===== config.mk =====
export PLATFORM = sky130hd
export DESIGN_NAME = spy_readout
export DESIGN_NICKNAME = d
export VERILOG_FILES = /design/src/rtl/spy_readout.sv
export SDC_FILE = /design/constraint.sdc
export NUM_CORES = 1
export LEC_CHECK = 0
export CORE_MARGIN = 4
export CORE_UTILIZATION = 40
export DETAILED_ROUTE_END_ITERATION = 8
export PLACE_DENSITY = 0.67
export SLEW_MARGIN = 10
export SYNTH_ARGS = -nofsm -noshare
export SYNTH_HDL_FRONTEND = slang
export SYNTH_SLANG_ARGS = --single-unit

===== constraint.sdc =====
create_clock -name clock -period 2.4 [get_ports clock]
set_clock_uncertainty 0.1 [all_clocks]
set_input_delay 0.36 -clock clock [delete_from_list [all_inputs] [get_ports clock]]
set_output_delay 0.36 -clock clock [all_outputs]
set_load 0.005 [all_outputs]

===== src/rtl/spy_readout.sv =====
// spy_readout: readout sequencer for the spy buffer.
// Freezes the spy buffer, snapshots its write pointers, looks up the start of
// the oldest requested event in the event list, then streams spy memory from
// there up to the frozen write pointer on a valid/ready interface.
// Optional feature: define SPY_READOUT_HEADER_EN to prefix each dump with one
// header word {num_events, start address, count} flagged by bit DATA_WIDTH.
module spy_readout #(
  parameter int DATA_WIDTH    = 64,
  parameter int SPY_MEM_WIDTH = 7,
  parameter int EL_MEM_WIDTH  = 4
) (
  input  logic                     clock,
  input  logic                     reset,
  input  logic                     start,
  input  logic [EL_MEM_WIDTH-1:0]  num_events,
  output logic                     freeze,
  input  logic [SPY_MEM_WIDTH-1:0] spy_write_addr,
  input  logic [EL_MEM_WIDTH-1:0]  spy_meta_write_addr,
  output logic                     spy_meta_read_enable,
  output logic [EL_MEM_WIDTH-1:0]  spy_meta_read_addr,
  input  logic [SPY_MEM_WIDTH:0]   spy_meta_read_data,
  output logic                     spy_read_enable,
  output logic [SPY_MEM_WIDTH-1:0] spy_read_addr,
  input  logic [DATA_WIDTH:0]      spy_data,
  output logic [DATA_WIDTH:0]      m_data,
  output logic                     m_valid,
  input  logic                     m_ready,
  output logic                     m_last,
  output logic                     busy,
  output logic                     done
);
  localparam int SW  = SPY_MEM_WIDTH;
  localparam int DW1 = DATA_WIDTH + 1;
  localparam logic [SW-1:0] RD_ONE   = {{(SW-1){1'b0}}, 1'b1};
  localparam logic [SW:0]   CNT_ONE  = {{SW{1'b0}}, 1'b1};
  localparam logic [SW:0]   CNT_FULL = {1'b1, {SW{1'b0}}};

  typedef enum logic [2:0] {
    S_IDLE, S_FREEZE, S_SNAP, S_META, S_STREAM, S_DONE
  } state_t;

  state_t state, state_nxt;

  logic [EL_MEM_WIDTH-1:0] n_q;
  logic [SW-1:0]           wp_q;
  logic [SW-1:0]           rd;
  logic [SW:0]             count;
  logic                    rvld;    // spy_data carries a word this cycle
  logic                    rlast;   // ... and it is the final word
  logic [1:0][DW1-1:0]     buf_q;   // skid buffer, entry 0 is the head
  logic [1:0]              bl_q;
  logic [1:0]              cnt;
  logic [1:0][DW1-1:0]     buf_n;
  logic [1:0]              bl_n;
  logic [1:0]              cnt_n;

  logic [SW-1:0] meta_rd;
  logic [SW:0]   meta_count;
  logic [SW-1:0] meta_diff;
  logic          issue, pop, fifo_pop, in_vld, in_last, last_hs, hdr_push;
  logic [DW1-1:0] in_data, hdr;

  // Start address and length of the dump from the returned event-list entry
  always_comb begin
    meta_diff = wp_q - spy_meta_read_data[SW-1:0];
    if (spy_meta_read_data[SW]) begin
      meta_rd    = spy_meta_read_data[SW-1:0];
      meta_count = (meta_diff == '0) ? CNT_FULL : {1'b0, meta_diff};
    end else begin
      meta_rd    = wp_q;
      meta_count = CNT_FULL;
    end
  end

`ifdef SPY_READOUT_HEADER_EN
  localparam int HW = EL_MEM_WIDTH + SW + SW + 1;
  // Header word pushed into the skid buffer as META exits
  always_comb begin
    hdr             = '0;
    hdr[DATA_WIDTH] = 1'b1;
    hdr[HW-1:0]     = {n_q, meta_rd, meta_count};
  end
  assign hdr_push = (state == S_META);
`else
  assign hdr      = '0;
  assign hdr_push = 1'b0;
`endif

  // Output stage: head of the skid buffer, or the memory word passing straight through
  always_comb begin
    m_valid = (cnt != 2'd0) | rvld;
    m_data  = '0;
    m_last  = 1'b0;
    if (cnt != 2'd0) begin
      m_data = buf_q[0];
      m_last = bl_q[0];
    end else if (rvld) begin
      m_data = spy_data;
      m_last = rlast;
    end
    pop      = m_valid & m_ready;
    fifo_pop = pop & (cnt != 2'd0);
    last_hs  = pop & m_last;
    // A returning word is buffered unless it was consumed in the bypass
    in_vld   = (rvld & ~(pop & (cnt == 2'd0))) | hdr_push;
    in_data  = hdr_push ? hdr : spy_data;
    in_last  = hdr_push ? 1'b0 : rlast;
  end

  // Skid buffer next state: pop the head, then append any incoming word
  always_comb begin
    buf_n = buf_q;
    bl_n  = bl_q;
    cnt_n = cnt;
    if (fifo_pop) begin
      buf_n[0] = buf_q[1];
      bl_n[0]  = bl_q[1];
      cnt_n    = cnt - 2'd1;
    end
    if (in_vld) begin
      buf_n[cnt_n[0]] = in_data;
      bl_n[cnt_n[0]]  = in_last;
      cnt_n           = cnt_n + 2'd1;
    end
  end

  // Only issue a read when the buffer can absorb it even if the sink stalls
  assign issue = (state == S_STREAM) && (count != '0) &&
                 ((cnt == 2'd0) || ((cnt == 2'd1) && !rvld));

  // FSM state register
  always_ff @(posedge clock or negedge reset) begin
    if (!reset) state <= S_IDLE;
    else        state <= state_nxt;
  end

  // FSM next state
  always_comb begin
    state_nxt = state;
    case (state)
      S_IDLE:   if (start) state_nxt = (num_events != '0) ? S_FREEZE : S_DONE;
      S_FREEZE: state_nxt = S_SNAP;
      S_SNAP:   state_nxt = S_META;
      S_META:   state_nxt = S_STREAM;
      S_STREAM: if (last_hs) state_nxt = S_DONE;
      S_DONE:   state_nxt = S_IDLE;
      default:  state_nxt = S_IDLE;
    endcase
  end

  // FSM outputs and memory read ports
  always_comb begin
    freeze               = 1'b0;
    busy                 = (state != S_IDLE);
    done                 = 1'b0;
    spy_meta_read_enable = 1'b0;
    spy_meta_read_addr   = '0;
    spy_read_enable      = issue;
    spy_read_addr        = rd;
    case (state)
      S_FREEZE: freeze = 1'b1;
      S_SNAP: begin
        freeze               = 1'b1;
        spy_meta_read_enable = 1'b1;
        spy_meta_read_addr   = spy_meta_write_addr - n_q;
      end
      S_META:   freeze = 1'b1;
      S_STREAM: freeze = 1'b1;
      S_DONE:   done   = 1'b1;
      default: ;
    endcase
  end

  // Datapath: request capture, pointer snapshot, read address/count, skid buffer
  always_ff @(posedge clock or negedge reset) begin
    if (!reset) begin
      n_q   <= '0;
      wp_q  <= '0;
      rd    <= '0;
      count <= '0;
      rvld  <= 1'b0;
      rlast <= 1'b0;
      buf_q <= '0;
      bl_q  <= '0;
      cnt   <= '0;
    end else begin
      if (state == S_IDLE && start) n_q <= num_events;
      if (state == S_SNAP) wp_q <= spy_write_addr;
      if (state == S_META) begin
        rd    <= meta_rd;
        count <= meta_count;
      end else if (issue) begin
        rd    <= rd + RD_ONE;
        count <= count - CNT_ONE;
      end
      rvld  <= issue;
      rlast <= issue && (count == CNT_ONE);
      buf_q <= buf_n;
      bl_q  <= bl_n;
      cnt   <= cnt_n;
    end
  end

endmodule


==> impl_metrics.csv, run 1 <==
group,metric,value,unit
outcome,outcome,"complete, no violations",
sta,final-setup-viol-count,0,
setup_path,worst-path-max-fanout,6,
setup_path,timing_worst_setup_path_type,"flop to output port",
cells_and_area,register_area,0.00413,mm²
place,gp_routability_congestion,0.794,
logic_synthesis,ys.warnings.count,0,
cells_and_area,insertedDiodeCount,0,
setup_path,critPathLaunchType,"flop",
logic_synthesis,ys_ff_latch,165,
floorplan,die_y,155,µm
power,power.density_cell_area,1180,mW/mm²
sta,timing.final.max_slew_violations,0,
cells_and_area,final.fill_count,1949,
setup_path,crit_arrival,1860,ps
cts,worstSkewPairLatency,420,ps
floorplan,die_width,155,µm
logic_synthesis,postSynthCellCount,976,
setup_path,worst-r2r-setup-slack,100,ps
sta,relSlewSlack,59.8,%
floorplan,initial_core_util,40.9,%
grt,number_of_global_route_vias_before_repair,7125,
sta,finalCritPeriodShare,96.6,%
sta,period_needed,2320,ps
grt,grt_use_total,18.2,%
cts,clock_tree.htree_level_count,4,
setup_path,critPathSlowestCell,"sky130_fd_sc_hd__clkdlybuf4s50_1",
logic_synthesis,synth_nets,1086,
routing,drt_first_pass_iters,4,
setup_path,worstRegToRegCells,9,
sta,timing.setup.tns,0,ps
power,p_leak,5.29,nW
setup_path,reg2reg_to,"count[7]$_DFFE_PN0P_",
cts,clock_sink_count,165,
setup_path,critPathTopFamily,"buffers and inverters",
setup_path,cp_data_required_time,1940,ps
logic_synthesis,yosysTopAreaCellShare,47.8,%
logic_synthesis,synthTopCellsByArea,"sky130_fd_sc_hd__dfrtp_1, sky130_fd_sc_hd__mux2_2, sky130_fd_sc_hd__a21oi_1, sky130_fd_sc_hd__nor2_1, sky130_fd_sc_hd__o21ai_0",
routing,detail_route.iter0.violations,303,
flow_run,cap_violations,0,
logic_synthesis,count_of_flip_flops_with_a_built_in_enable_after_synthesis,0,
routing,num_vias,7312,
power,max-vdd-ir-drop,0.670,mV
routing,wl,21.3,mm
floorplan,core_area,0.0212,mm²
cts,cts_root_buf,"sky130_fd_sc_hd__clkbuf_16",
cts,clockBufferDepth,2,
logic_synthesis,synth_flop_cell,"sky130_fd_sc_hd__dfrtp_1",
routing,drt-vias-per-instance,5.07,
logic_synthesis,yosys-top-cells-count,"sky130_fd_sc_hd__dfrtp_1, sky130_fd_sc_hd__a21oi_1, sky130_fd_sc_hd__nor2_1",
cts,clk_transition_reported_paths,70,ps
setup_path,cp_slowest_stage_delay,490,ps
cts,cts_inserted_buffers,17,
floorplan,die_area,0.0240,mm²
sta,worstMarginPinSlew,600,ps
setup_path,critical_path_end_type,"output port",
place,post-dp-hpwl,14.2,mm
sta,fmaxAchievable,431,MHz
cells_and_area,multiInputGateArea,0.00398,mm²
setup_path,worstPathBufferInverterCount,2,
routing,post_drt_wl_per_cell,14.8,µm
logic_synthesis,synth.distinct_cells,52,
sta,final-hold-violation-count,0,
floorplan,std_cell_rows,53,
cells_and_area,fin_util,55.0,%
floorplan,num_io_pins,175,
setup_path,worstReg2RegStart,"wp_q[0]$_DFFE_PN0P_",
cells_and_area,final_layout_size_suffix_gt1_share,16.4,%
logic_synthesis,synthMostInstantiatedCell,"sky130_fd_sc_hd__dfrtp_1",
cells_and_area,fin_nets,1264,
grt,grt_antenna_before_repair,1,
logic_synthesis,ys_async_sr_fraction,100,%
grt,grt_ovf,0,
grt,grt_pass1_wl,35.9,mm
routing,antenna_left,0,
grt,grt_max_degree,136,
worst_hold_path,timing.hold.worst.class,"input port to async pin",
power,total_power,13.7,mW
setup_path,cp_cell_sequence,"buf_4 > or3_1 > clkdlybuf4s50_1",
logic_synthesis,post-synth-top-area-cell,"sky130_fd_sc_hd__dfrtp_1",
cts,cts_tree,"done",
logic_synthesis,synth-seq-area-share,47.8,%
place,port_buffers,174,
routing,remaining_drc_errors,0,
logic_synthesis,post_synth.cell_area_avg,8.86,µm²
cells_and_area,layout-area-overhead-vs-synth,34.7,%
logic_synthesis,syn-cell-area,0.00864,mm²
-- power by group --
group | total, mW | switching (mW) | internal, mW
Clock | 2.67 | 1.18 | 1.49
Sequential | 4.58 | 0.586 | 4.00
Combinational | 6.48 | 3.20 | 3.28
Total | 13.7 | 4.97 | 8.77
-- cell type report --
cell class / instances / area share [%]
well taps: 275 / 2.96
clock inverters: 13 / 1.19
multi-input cells: 650 / 34.2
clock buffers: 19 / 3.80
flip-flops and latches: 165 / 35.5
repair buffers: 229 / 19.4
inverters: 91 / 2.93
-- timing repair --
action	CTS	global route
pin swaps	4	4
gates resized for setup	105	49
gates cloned	3	0
endpoints found under the setup margin	73	85
endpoints found under the hold margin	38	0
hold buffers	1	0
setup buffers	15	1
-- cell families after synthesis --
logic type	share of synthesized area (%)
and+or+nand+nor	15.4
AOI/OAI and AO/OA	15.5
DFF	47.8
buffers and inverters	7.16
muxes	9.21
xor gates and xnor gates	2.23
adders and majority gates	2.78
-- worst register-to-register path: cells and delay by family (launching register included) --
| family | cells | cell delay [ps] |
|---|---|---|
| buffers and inverters | 2 | 140 |
| flip-flops | 1 | 360 |
| AO/OA/AOI/OAI | 4 | 920 |
| adder cells (fa/ha/maj) | 2 | 550 |
| XOR/XNOR | 1 | 120 |
-- through the flow --
step / hold WS, ps / area [µm²] / setup slack, ps / instances
final: 325 / 11600 / 81.3 / 1442
after global routing: 351 / 11600 / -0.371 / 1442
after CTS: 328 / 11600 / 1.93 / 1441
after detailed placement: 221 / 10900 / -286 / 1390
after global placement: 218 / 10900 / -263 / 1390
after floorplan: -35.6 / 8640 / -85.1 / 976
-- routing by layer --
| metal | part of all wire [%] | vias up | track usage (%) |
|---|---|---|---|
| li1 | - | 3654 | - |
| met1 | 47 | 3473 | 25.4 |
| met2 | 46 | 162 | 28.4 |
| met3 | 5.9 | 21 | 4.28 |
| met4 | 1.6 | 2 | 4.92 |
| met5 | 0.061 | - | 0 |
-- how the worst max path moves through the flow --
stage / start / end / slack [ps] / depth (start not counted)
final: state[1]$_DFFE_PN0P_ / busy / 80 / 3
after global routing: cnt[0]$_DFF_PN0_ / m_data[16] / -0.4 / 6
after CTS: cnt[0]$_DFF_PN0_ / m_data[55] / 2 / 6
after detailed placement: spy_meta_write_addr[0] / spy_meta_read_addr[2] / -290 / 7
after global placement: spy_meta_write_addr[0] / spy_meta_read_addr[2] / -260 / 7
after floorplan: cnt[0]$_DFF_PN0_ / buf_q[100]$_DFFE_PN0P_ / -90 / 9
-- layout by cell type, fill, tap and decap left out, drive strengths merged, types with 27 or more instances in the layout --
cell and count:
dfrtp 165, o21ai 73, clkdlybuf4s50 101, nor2 149, mux2 68, clkbuf 27, dlygate4sd2 51, a21oi 148
inv 95, buf 55, nand3 71
-- registers in the layout, indices dropped and copies added (netlist names) --
| register | flops |
|---|---|
| cnt | 2 |
| bl_q | 2 |
| count | 8 |
| spy_read_addr | 7 |
| state | 3 |
| n_q | 4 |
| rvld | 1 |
| buf_q | 130 |
| wp_q | 7 |
| in_last | 1 |
Power figures use the tool's default switching activity.
==> inputs of run 2 (changes only) <==
Settings changed: CORE_ASPECT_RATIO from default to 1.75, CORE_UTILIZATION 40 to 47, PLACE_DENSITY 0.67 to 0.77.
==> run 2 against run 1 <==
  * Sequential power about the same
  * Critical path type unchanged
  * Maximum frequency down 0.96%
  * Routed wire length up 3.2%
  * Clock-buffer cell count unchanged
  * Cell count down 2.6%
  * Cell area up 1.1%
  * Critical endpoint is now m_data[0]
  * Register-to-register slack better by 60 ps
  * First-iteration DRC count up 37%
  * Worst setup slack worse by 22 ps
==> impl_metrics.csv, run 2 (same netlist as run 1, synthesis figures left out) <==
group,metric,value,unit
sta,worstMarginPinSlew,625,ps
cts,worstSkewPairLatency,420,ps
cts,clk_transition_reported_paths,60,ps
setup_path,critPathTopFamily,"buffers and inverters",
setup_path,worstReg2RegStart,"wp_q[0]$_DFFE_PN0P_",
cells_and_area,leading_cell_types_in_the_layout_fill_and_taps_excluded,"sky130_fd_sc_hd__dfrtp_1, sky130_fd_sc_hd__a21oi_1, sky130_fd_sc_hd__nor2_1, sky130_fd_sc_hd__clkdlybuf4s50_1, sky130_fd_sc_hd__inv_1",
sta,finalCritPeriodShare,97.5,%
floorplan,die_width,111,µm
cts,cts_tree,"done",
cells_and_area,layout.cell_area.non_filler,0.0118,mm²
grt,grt_use_total,21.3,%
sta,fmaxAchievable,427,MHz
cells_and_area,top_regs,"buf_q x130, count x8",
sta,period_needed,2340,ps
routing,drt_first_pass_iters,5,
routing,antenna_left,0,
setup_path,critical_path_end_type,"output port",
routing,wl,22.0,mm
cells_and_area,final_layout_size_suffix_gt1_share,16.6,%
sta,grt_setup_unrepaired,"true",
power,max-vdd-ir-drop,0.631,mV
worst_hold_path,timing.hold.worst.class,"input port to async pin",
setup_path,worstSetupStartpoint,"cnt[1]$_DFF_PN0_",
cts,cts_root_buf,"sky130_fd_sc_hd__clkbuf_16",
routing,num_vias,7370,
floorplan,num_io_pins,175,
floorplan,std_cell_rows,65,
grt,number_of_global_route_vias_before_repair,7414,
setup_path,worst-path-max-fanout,28,
setup_path,critPathLaunchType,"flop",
cts,clock_tree.htree_level_count,4,
cts,clockBufferDepth,2,
setup_path,timing_worst_setup_path_type,"flop to output port",
setup_path,cp_cell_sequence,"inv_2 > ha_4 > buf_12 > bufbuf_16 > o21ai_1 > dlygate4sd2_1",
place,placement.cell_area,0.0109,mm²
cts,cts_inserted_buffers,17,
power,total_power,14.2,mW
cells_and_area,fin_util,65.2,%
floorplan,die_y,187,µm
floorplan,initial_core_util,47.9,%
setup_path,critPathSlowestCell,"sky130_fd_sc_hd__dfrtp_1",
setup_path,cp_slowest_stage_delay,370,ps
cells_and_area,insertedDiodeCount,0,
outcome,outcome,"complete, no violations",
setup_path,worstPathBufferInverterCount,4,
grt,grt_max_degree,105,
setup_path,crit_arrival,1880,ps
routing,detail_route.iter0.violations,414,
place,port_buffers,174,
cells_and_area,layout-area-overhead-vs-synth,36.1,%
floorplan,die_area,0.0207,mm²
sta,setup_ws,58.9,ps
grt,grt_pass1_wl,36.3,mm
routing,post_drt_wl_per_cell,15.7,µm
grt,grt_antenna_before_repair,0,
place,post-dp-hpwl,15.0,mm
power,p_leak,5.36,nW
floorplan,core_area,0.0181,mm²
cells_and_area,layout_commonest_cell,"sky130_fd_sc_hd__dfrtp_1",
sta,timing.final.max_slew_violations,0,
cts,clock_sink_count,165,
cells_and_area,largest_register_ffs,130,
power,power.density_cell_area,1200,mW/mm²
sta,relSlewSlack,58.2,%
place,place_worst_setup_slack,-322,ps
setup_path,cp_data_required_time,1940,ps
grt,grt_ovf,0,
routing,remaining_drc_errors,0,
sta,final-hold-violation-count,0,
cells_and_area,fin_nets,1268,
place,gp_routability_congestion,0.902,
sta,final-setup-viol-count,0,
cells_and_area,max_flop_register,"buf_q",
flow_run,cap_violations,0,
routing,drt-vias-per-instance,5.25,
[run 2: changes by cell type in the layout (fill, tap and decap cells not counted), moves of 4 or more]
cell                            change
sky130_fd_sc_hd__buf_4              +4
sky130_fd_sc_hd__clkbuf_2           -7
sky130_fd_sc_hd__dlygate4sd2_1      +6
sky130_fd_sc_hd__o21ai_0            -8
sky130_fd_sc_hd__bufinv_16          +5
sky130_fd_sc_hd__o21ai_1            +4
[run 2: layout make-up]
| class | instances | area [µm²] |
|---|---|---|
| Clock inverter | 12 | 228 |
| Inverter | 91 | 342 |
| Timing Repair Buffer | 233 | 2330 |
| Clock buffer | 19 | 433 |
| Tap cell | 234 | 293 |
| Fill cell | 1498 | 6290 |
| Sequential cell | 165 | 4130 |
| Multi-Input combinational cell | 650 | 4010 |
[run 2: metrics by stage]
stage	hold slack (ps)	TNS [ps]	cells
2_1_floorplan	-35.6	-3400	976
3_3_place_gp	239	-957	1358
3_5_place_dp	250	-1090	1358
4_1_cts	346	0	1403
5_1_grt	355	-6.04	1404
6_report	351	0	1404
[run 2: path summary, 6_finish.rpt]
| path | endpoint | depth (start not counted) | slack [ps] |
|---|---|---|---|
| max | m_data[0] | 6 | 60 |
| min | buf_q[10]$_DFF_PN0_ | 2 | 350 |
| max reg2reg | count[7]$_DFFE_PN0P_ | 9 | 160 |
| min reg2reg | wp_q[3]$_DFFE_PN0P_ | 2 | 400 |
| max in group asynchronous | rvld$_DFF_PN0_ | 3 | 1150 |
| min in group clock | wp_q[2]$_DFFE_PN0P_ | 3 | 360 |
[run 2: report_power, final]
group | internal [mW] | switching (mW)
clock network | 1.95 | 1.10
registers | 4.00 | 0.584
logic | 3.28 | 3.26
[run 2: metal layers]
metal / routed length, µm / GRT usage [%]
met1: 8650 / 24.3
met2: 12100 / 39.9
met3: 789 / 3.88
met4: 449 / 6.78
met5: 0 / 0
[run 2: what timing repair did]
item / CTS / global route
gates resized for setup: 118 / 35
gates cloned: 2 / 0
pin swaps: 6 / 4
hold endpoints to repair: 48 / 0
setup buffers: 11 / 1
endpoints found under the setup margin: 73 / 30
hold buffers: 1 / 0
[run 2: worst reg2reg max path, cell delays in order (launching register included)]
cell	delay [ps]
sky130_fd_sc_hd__dfrtp_1	360
sky130_fd_sc_hd__inv_1	90
sky130_fd_sc_hd__ha_1	170
sky130_fd_sc_hd__inv_1	50
sky130_fd_sc_hd__fa_1	400
sky130_fd_sc_hd__a211oi_2	230
sky130_fd_sc_hd__o21bai_1	110
sky130_fd_sc_hd__a21oi_1	220
sky130_fd_sc_hd__xnor2_1	130
sky130_fd_sc_hd__o41ai_2	280
